## src/rtl/char_buffer_sequencer.sv

```systemverilog
// Terminal command sequencer: owns the char buffer write port and the scroll offset.
// Fill commands (clears, scroll) emit one blank write per clock; single writes take one cycle.
module char_buffer_sequencer #(
    parameter int ROWS          = 24,
    parameter int COLS          = 80,
    parameter int ROW_BITS      = 5,
    parameter int COL_BITS      = 7,
    parameter int ADDR_BITS     = 11,
    parameter int PAST_LAST_ROW = ROWS * COLS,
    parameter logic [7:0] BLANK_CHAR = 8'h20
) (
    input  logic                 clk,
    input  logic                 reset,
    input  logic                 cmd_valid,
    output logic                 cmd_ready,
    input  logic [2:0]           cmd_op,
    input  logic [COL_BITS-1:0]  cmd_x,
    input  logic [ROW_BITS-1:0]  cmd_y,
    input  logic [7:0]           cmd_char,
    output logic [ADDR_BITS-1:0] first_char,
    output logic                 wr_en,
    output logic [ADDR_BITS-1:0] wr_addr,
    output logic [7:0]           wr_data,
    output logic                 busy
);

    typedef enum logic {IDLE, FILL} state_t;

    localparam logic [2:0] OP_WRITE   = 3'd0;
    localparam logic [2:0] OP_CLR_EOL = 3'd1;
    localparam logic [2:0] OP_CLR_EOS = 3'd2;
    localparam logic [2:0] OP_CLR_ALL = 3'd3;
    localparam logic [2:0] OP_SCROLL  = 3'd4;

    localparam logic [ADDR_BITS:0]   COLS_W = (ADDR_BITS+1)'(COLS);
    localparam logic [ADDR_BITS:0]   PLR_W  = (ADDR_BITS+1)'(PAST_LAST_ROW);
    localparam logic [ADDR_BITS-1:0] COLS_A = ADDR_BITS'(COLS);
    localparam logic [ADDR_BITS-1:0] PLR_A  = ADDR_BITS'(PAST_LAST_ROW);
    localparam logic [ADDR_BITS-1:0] LAST_A = ADDR_BITS'(PAST_LAST_ROW - 1);
    localparam logic [COL_BITS-1:0]  COLS_X = COL_BITS'(COLS);
    localparam logic [ROW_BITS-1:0]  ROWS_Y = ROW_BITS'(ROWS);

    function automatic logic [ADDR_BITS-1:0] x_pad(input logic [COL_BITS-1:0] x);
        return {{(ADDR_BITS-COL_BITS){1'b0}}, x};
    endfunction

    function automatic logic [ADDR_BITS:0] row_offset(input logic [ROW_BITS-1:0] y);
        return (ADDR_BITS+1)'(y) * COLS_W;
    endfunction

    // first_char is a multiple of COLS, so wrapping the row base is enough; x never crosses the end.
    function automatic logic [ADDR_BITS-1:0] map_addr(input logic [ADDR_BITS-1:0] fc,
                                                      input logic [ROW_BITS-1:0]  y,
                                                      input logic [COL_BITS-1:0]  x);
        logic [ADDR_BITS:0] base;
        base = {1'b0, fc} + row_offset(y);
        if (base >= PLR_W) base = base - PLR_W;
        return base[ADDR_BITS-1:0] + x_pad(x);
    endfunction

    function automatic logic [ADDR_BITS-1:0] scroll_next(input logic [ADDR_BITS-1:0] fc);
        logic [ADDR_BITS:0] s;
        s = {1'b0, fc} + COLS_W;
        return (s == PLR_W) ? '0 : s[ADDR_BITS-1:0];
    endfunction

    function automatic logic [ADDR_BITS-1:0] next_addr(input logic [ADDR_BITS-1:0] a);
        return (a == LAST_A) ? '0 : a + ADDR_BITS'(1);
    endfunction

    state_t               state;
    logic [ADDR_BITS-1:0] remaining;

    logic                 coord_ok;
    logic [ADDR_BITS:0]   cmd_row_off;
    logic [ADDR_BITS-1:0] cmd_addr;
    logic                 do_write;
    logic                 do_fill;
    logic                 do_scroll;
    logic                 do_clr_all;
    logic [ADDR_BITS-1:0] fill_addr;
    logic [ADDR_BITS-1:0] fill_len;

    assign cmd_ready = (state == IDLE);
    assign busy      = ~cmd_ready;

    always_comb begin
        coord_ok    = (cmd_x < COLS_X) && (cmd_y < ROWS_Y);
        cmd_row_off = row_offset(cmd_y);
        cmd_addr    = map_addr(first_char, cmd_y, cmd_x);
        do_write    = 1'b0;
        do_fill     = 1'b0;
        do_scroll   = 1'b0;
        do_clr_all  = 1'b0;
        fill_addr   = cmd_addr;
        fill_len    = '0;
        if (cmd_valid && state == IDLE) begin
            case (cmd_op)
                OP_WRITE: do_write = coord_ok;
                OP_CLR_EOL: begin
                    do_fill  = coord_ok;
                    fill_len = COLS_A - x_pad(cmd_x);
                end
                OP_CLR_EOS: begin
                    do_fill  = coord_ok;
                    fill_len = PLR_A - (cmd_row_off[ADDR_BITS-1:0] + x_pad(cmd_x));
                end
                OP_CLR_ALL: begin
                    do_fill    = 1'b1;
                    do_clr_all = 1'b1;
                    fill_addr  = '0;
                    fill_len   = PLR_A;
                end
                OP_SCROLL: begin
                    // The old top row becomes the new bottom row, so it is the one cleared.
                    do_fill   = 1'b1;
                    do_scroll = 1'b1;
                    fill_addr = first_char;
                    fill_len  = COLS_A;
                end
                default: ;
            endcase
        end
    end

    always_ff @(posedge clk) begin
        if (reset) begin
            state      <= IDLE;
            remaining  <= '0;
            first_char <= '0;
            wr_en      <= 1'b0;
            wr_addr    <= '0;
            wr_data    <= '0;
        end else begin
            if (do_scroll)       first_char <= scroll_next(first_char);
            else if (do_clr_all) first_char <= '0;

            case (state)
                IDLE: begin
                    if (do_fill) begin
                        state     <= FILL;
                        wr_en     <= 1'b1;
                        wr_addr   <= fill_addr;
                        wr_data   <= BLANK_CHAR;
                        remaining <= fill_len;
                    end else if (do_write) begin
                        wr_en   <= 1'b1;
                        wr_addr <= cmd_addr;
                        wr_data <= cmd_char;
                    end else begin
                        wr_en <= 1'b0;
                    end
                end
                FILL: begin
                    // remaining counts the write currently on the port, so 1 means last.
                    if (remaining == ADDR_BITS'(1)) begin
                        state <= IDLE;
                        wr_en <= 1'b0;
                    end else begin
                        wr_addr   <= next_addr(wr_addr);
                        remaining <= remaining - ADDR_BITS'(1);
                    end
                end
                default: state <= IDLE;
            endcase
        end
    end

endmodule

```

## config.mk

```make
export PLATFORM = sky130hd
export DESIGN_NAME = char_buffer_sequencer
export DESIGN_NICKNAME = d
export VERILOG_FILES = /design/src/rtl/char_buffer_sequencer.sv
export SDC_FILE = /design/constraint.sdc
export NUM_CORES = 1
export LEC_CHECK = 0
export CORE_ASPECT_RATIO = 0.5
export CORE_MARGIN = 4
export CORE_UTILIZATION = 40
export DETAILED_ROUTE_END_ITERATION = 8
export PLACE_DENSITY = 0.7
export SLEW_MARGIN = 20
export SYNTH_ARGS = -nofsm -noshare
export SYNTH_HDL_FRONTEND = slang
export SYNTH_SLANG_ARGS = --single-unit
```

## constraint.sdc

```tcl
create_clock -name clk -period 4.3 [get_ports clk]
set_input_delay 0.86 -clock clk [delete_from_list [all_inputs] [get_ports clk]]
set_output_delay 0.86 -clock clk [all_outputs]
set_load 0.02 [all_outputs]
```

==> results.sh <==
export IMPL_r2r_start="first_char[4]"
export IMPL_fmax_ghz=0.238
export IMPL_multi_input_area_mm2=0.00278
export IMPL_vdd_drop_max_mv=0.158
export IMPL_die_x_um=144
export IMPL_timing_max_cap_violations=0
export IMPL_synth_top_area_frac=0.211
export IMPL_core_mm2=0.00886
export IMPL_p_int_mw=0.890
export IMPL_synth_edf_count=0
export IMPL_power_switching_mw=0.511
export IMPL_area_growth_pct=27.5
export IMPL_yosysSeqAreaShare=0.211
export IMPL_skew_ps=5.19
export IMPL_power_mw=1.40
export IMPL_maxSlewHeadroom=0.408
export IMPL_diodes=0
export IMPL_htreeDepth=2
export IMPL_clockPowerShare=0.258
export IMPL_p_leak_nw=1.89
export IMPL_drv_slew=0
export IMPL_final_area_mm2=0.00472
export IMPL_utilization=0.533
export IMPL_place_inst=652
export IMPL_hold_viol=0
export IMPL_p_seq_frac=0.307
export IMPL_clk_pin_slew_ps=60
export IMPL_cts_buffers=5
export IMPL_place_gp_congestion=0.894
export IMPL_hpwl_mm=7.56
export IMPL_cp_start_kind="input port"
export IMPL_grt_remaining_overflow=0
export IMPL_crit_path_end_kind="register"
export IMPL_cp_arrival_ps=4410
export IMPL_r2r_cells=10
export IMPL_min_period_over_period=0.976
export IMPL_fin_nets=608
export IMPL_synth_cell_types=71
export IMPL_firstDrtPassIters=5
export IMPL_grt_usage=0.177
export IMPL_ant_nets=0
export IMPL_min_path_type="register to register"
export IMPL_io_buffers=54
export IMPL_hold_ws_ps=477
export IMPL_drt_iter0_markers=300
export IMPL_ys_flop_type="dfxtp_1"
export IMPL_wl_per_cell_um=15.2
export IMPL_synth_top_area_cell="dfxtp_1"
export IMPL_grt_max_degree=24
export IMPL_timing_rr_end="wr_addr[7]"
export IMPL_grt_pass1_vias=3258
export IMPL_synth_area_leaders="dfxtp_1 (21%), ha_1 (12%), a21oi_1 (5.1%), nand2_1 (4.9%), nor2_1 (4.6%)"
export IMPL_postCtsHoldBufs=0
export IMPL_insertion_delay_ps=290
export IMPL_vias=3657
export IMPL_placementRows=24
export IMPL_cts_sinks=39
export IMPL_ys_warn_count=0
export IMPL_status="completed"
export IMPL_holdPathStages=2
export IMPL_vias_per_cell=5.52
export IMPL_fillers=852
export IMPL_setup_viol=0
export IMPL_synth_most_common_cell="nand2_1"
export IMPL_dieArea_mm2=0.0109
export IMPL_fp_dieH_um=76.0
export IMPL_stdcell_count=663
export IMPL_max_clock_path_buffers=2
export IMPL_drt_drc_violations_left=0
export IMPL_avgSynthCellArea_um2=7.86
export IMPL_power_density_mw_per_mm2=297
export IMPL_period_minus_slack_ps=4200
export IMPL_hold_path_startpoint="remaining[9]"
export IMPL_power_frac_comb=0.435
export IMPL_cts_tree="yes"
export IMPL_worstMarginPinSlew_ps=885
export IMPL_root_buffer="clkbuf_16"
export IMPL_path_class="input port to register"
export IMPL_synth_commonest_cells="nand2_1 (48), nor2_1 (45), dfxtp_1 (39), a21oi_1 (38), ha_1 (35)"
export IMPL_rrSetupSlack_ps=1040
export IMPL_antenna_found_initial=0
export IMPL_grt_pass1_wl_mm=16.1
export IMPL_netlist_area_mm2=0.00370
export IMPL_critPathMaxFanout=4
export IMPL_num_io_pins=59
export IMPL_min_to="remaining[9]"
export IMPL_critPathRequiredTime_ps=4510
export IMPL_syn_inst=471
export IMPL_p_sw_frac=0.365
export IMPL_wl_mm=10.0
export IMPL_synth_async_reset_ratio=0
export IMPL_drive_gt1_frac=0.139
export IMPL_start_util=0.418
export IMPL_seq_area_um2=781
export IMPL_post_dp_cell_area_mm2=0.00446
export IMPL_ys_seq_elements=39
-- layer usage --
metal,vias up,global-route usage,share of wire
li1,1859,-,-
met1,1669,0.256,0.49
met4,0,0.0357,0.012
met5,-,0,0
met3,10,0.0351,0.061
met2,119,0.273,0.44
-- through the flow --
stage          setup TNS [ps]  setup WS (ps)
2_1_floorplan               0            352
3_3_place_gp             -379           -139
3_5_place_dp             -585           -209
4_1_cts                     0           87.5
5_1_grt                 -48.9          -48.9
6_report                    0            101
-- state kept, by name, indices dropped and copies added (netlist names) --
register and cells:
busy 1, wr_data 8, first_char 7, wr_en 1, remaining 11, wr_addr 11
-- cell usage in the layout (no fill, tap or decap), types with 10 or more instances in the layout --
master            n
o21ai_0          24
nand3_1          12
nand2_1          48
ha_1             31
a21oi_1          35
buf_4            30
inv_1            26
nor2_1           45
xnor2_1          14
mux2i_1          10
clkdlybuf4s50_1  53
dfxtp_1          39
-- area by class of cell --
cell class                 count  area share
multi-input combinational    388       0.589
timing repair buffer          84       0.163
sequential                    39       0.165
tap                          117      0.0310
clock buffer                   6      0.0273
clock inverter                 2     0.00265
inverter                      27      0.0215
-- kinds of logic (layout without fill, tap and decap cells) --
logic type,count (synthesis),count (layout),share of synthesized area
simple gates,165,165,0.223
flops,39,39,0.211
other cells,1,4,0.00101
compound gates,145,145,0.268
buf+inv,47,119,0.0676
fa+ha+maj,37,37,0.129
xor+xnor,25,25,0.0663
mux,12,12,0.0331
-- repair_timing --
| action | in CTS | in global routing |
|---|---|---|
| hold endpoints to repair | 0 | 0 |
| setup buffers | 0 | 3 |
| endpoints found under the setup margin | 0 | 3 |
| gates resized for setup | 0 | 18 |
-- worst max-delay path: stages --
cell and delay [ps]:
clkdlybuf4s50_1 430, ha_1 320, ha_2 210, fa_2 580
ha_4 220, o21a_1 140, a2111oi_2 340, nand3b_4 220
a32oi_4 140, buf_4 170, or3_1 330, a311o_1 310
a31oi_1 150
-- worst max path at each step --
stage	start	endpoint	slack [ps]	cells after the start
4_1_cts	cmd_y[1]	wr_addr[8]	90	13
3_5_place_dp	cmd_y[2]	wr_addr[8]	-210	14
6_report	cmd_y[1]	wr_addr[7]	100	13
2_1_floorplan	cmd_y[1]	wr_addr[7]	350	11
5_1_grt	cmd_y[1]	wr_addr[7]	-50	13
3_3_place_gp	cmd_y[4]	wr_addr[7]	-140	14
-- power by group through the flow --
stage	combinational (mW)	clock (mW)	sequential [mW]
3_5_place_dp	0.576	0	0.436
5_1_grt	0.672	0.387	0.436
6_report	0.609	0.361	0.430
2_1_floorplan	0.382	0	0.447
3_3_place_gp	0.569	0	0.437
4_1_cts	0.578	0.368	0.429
Power figures use the tool's default switching activity.
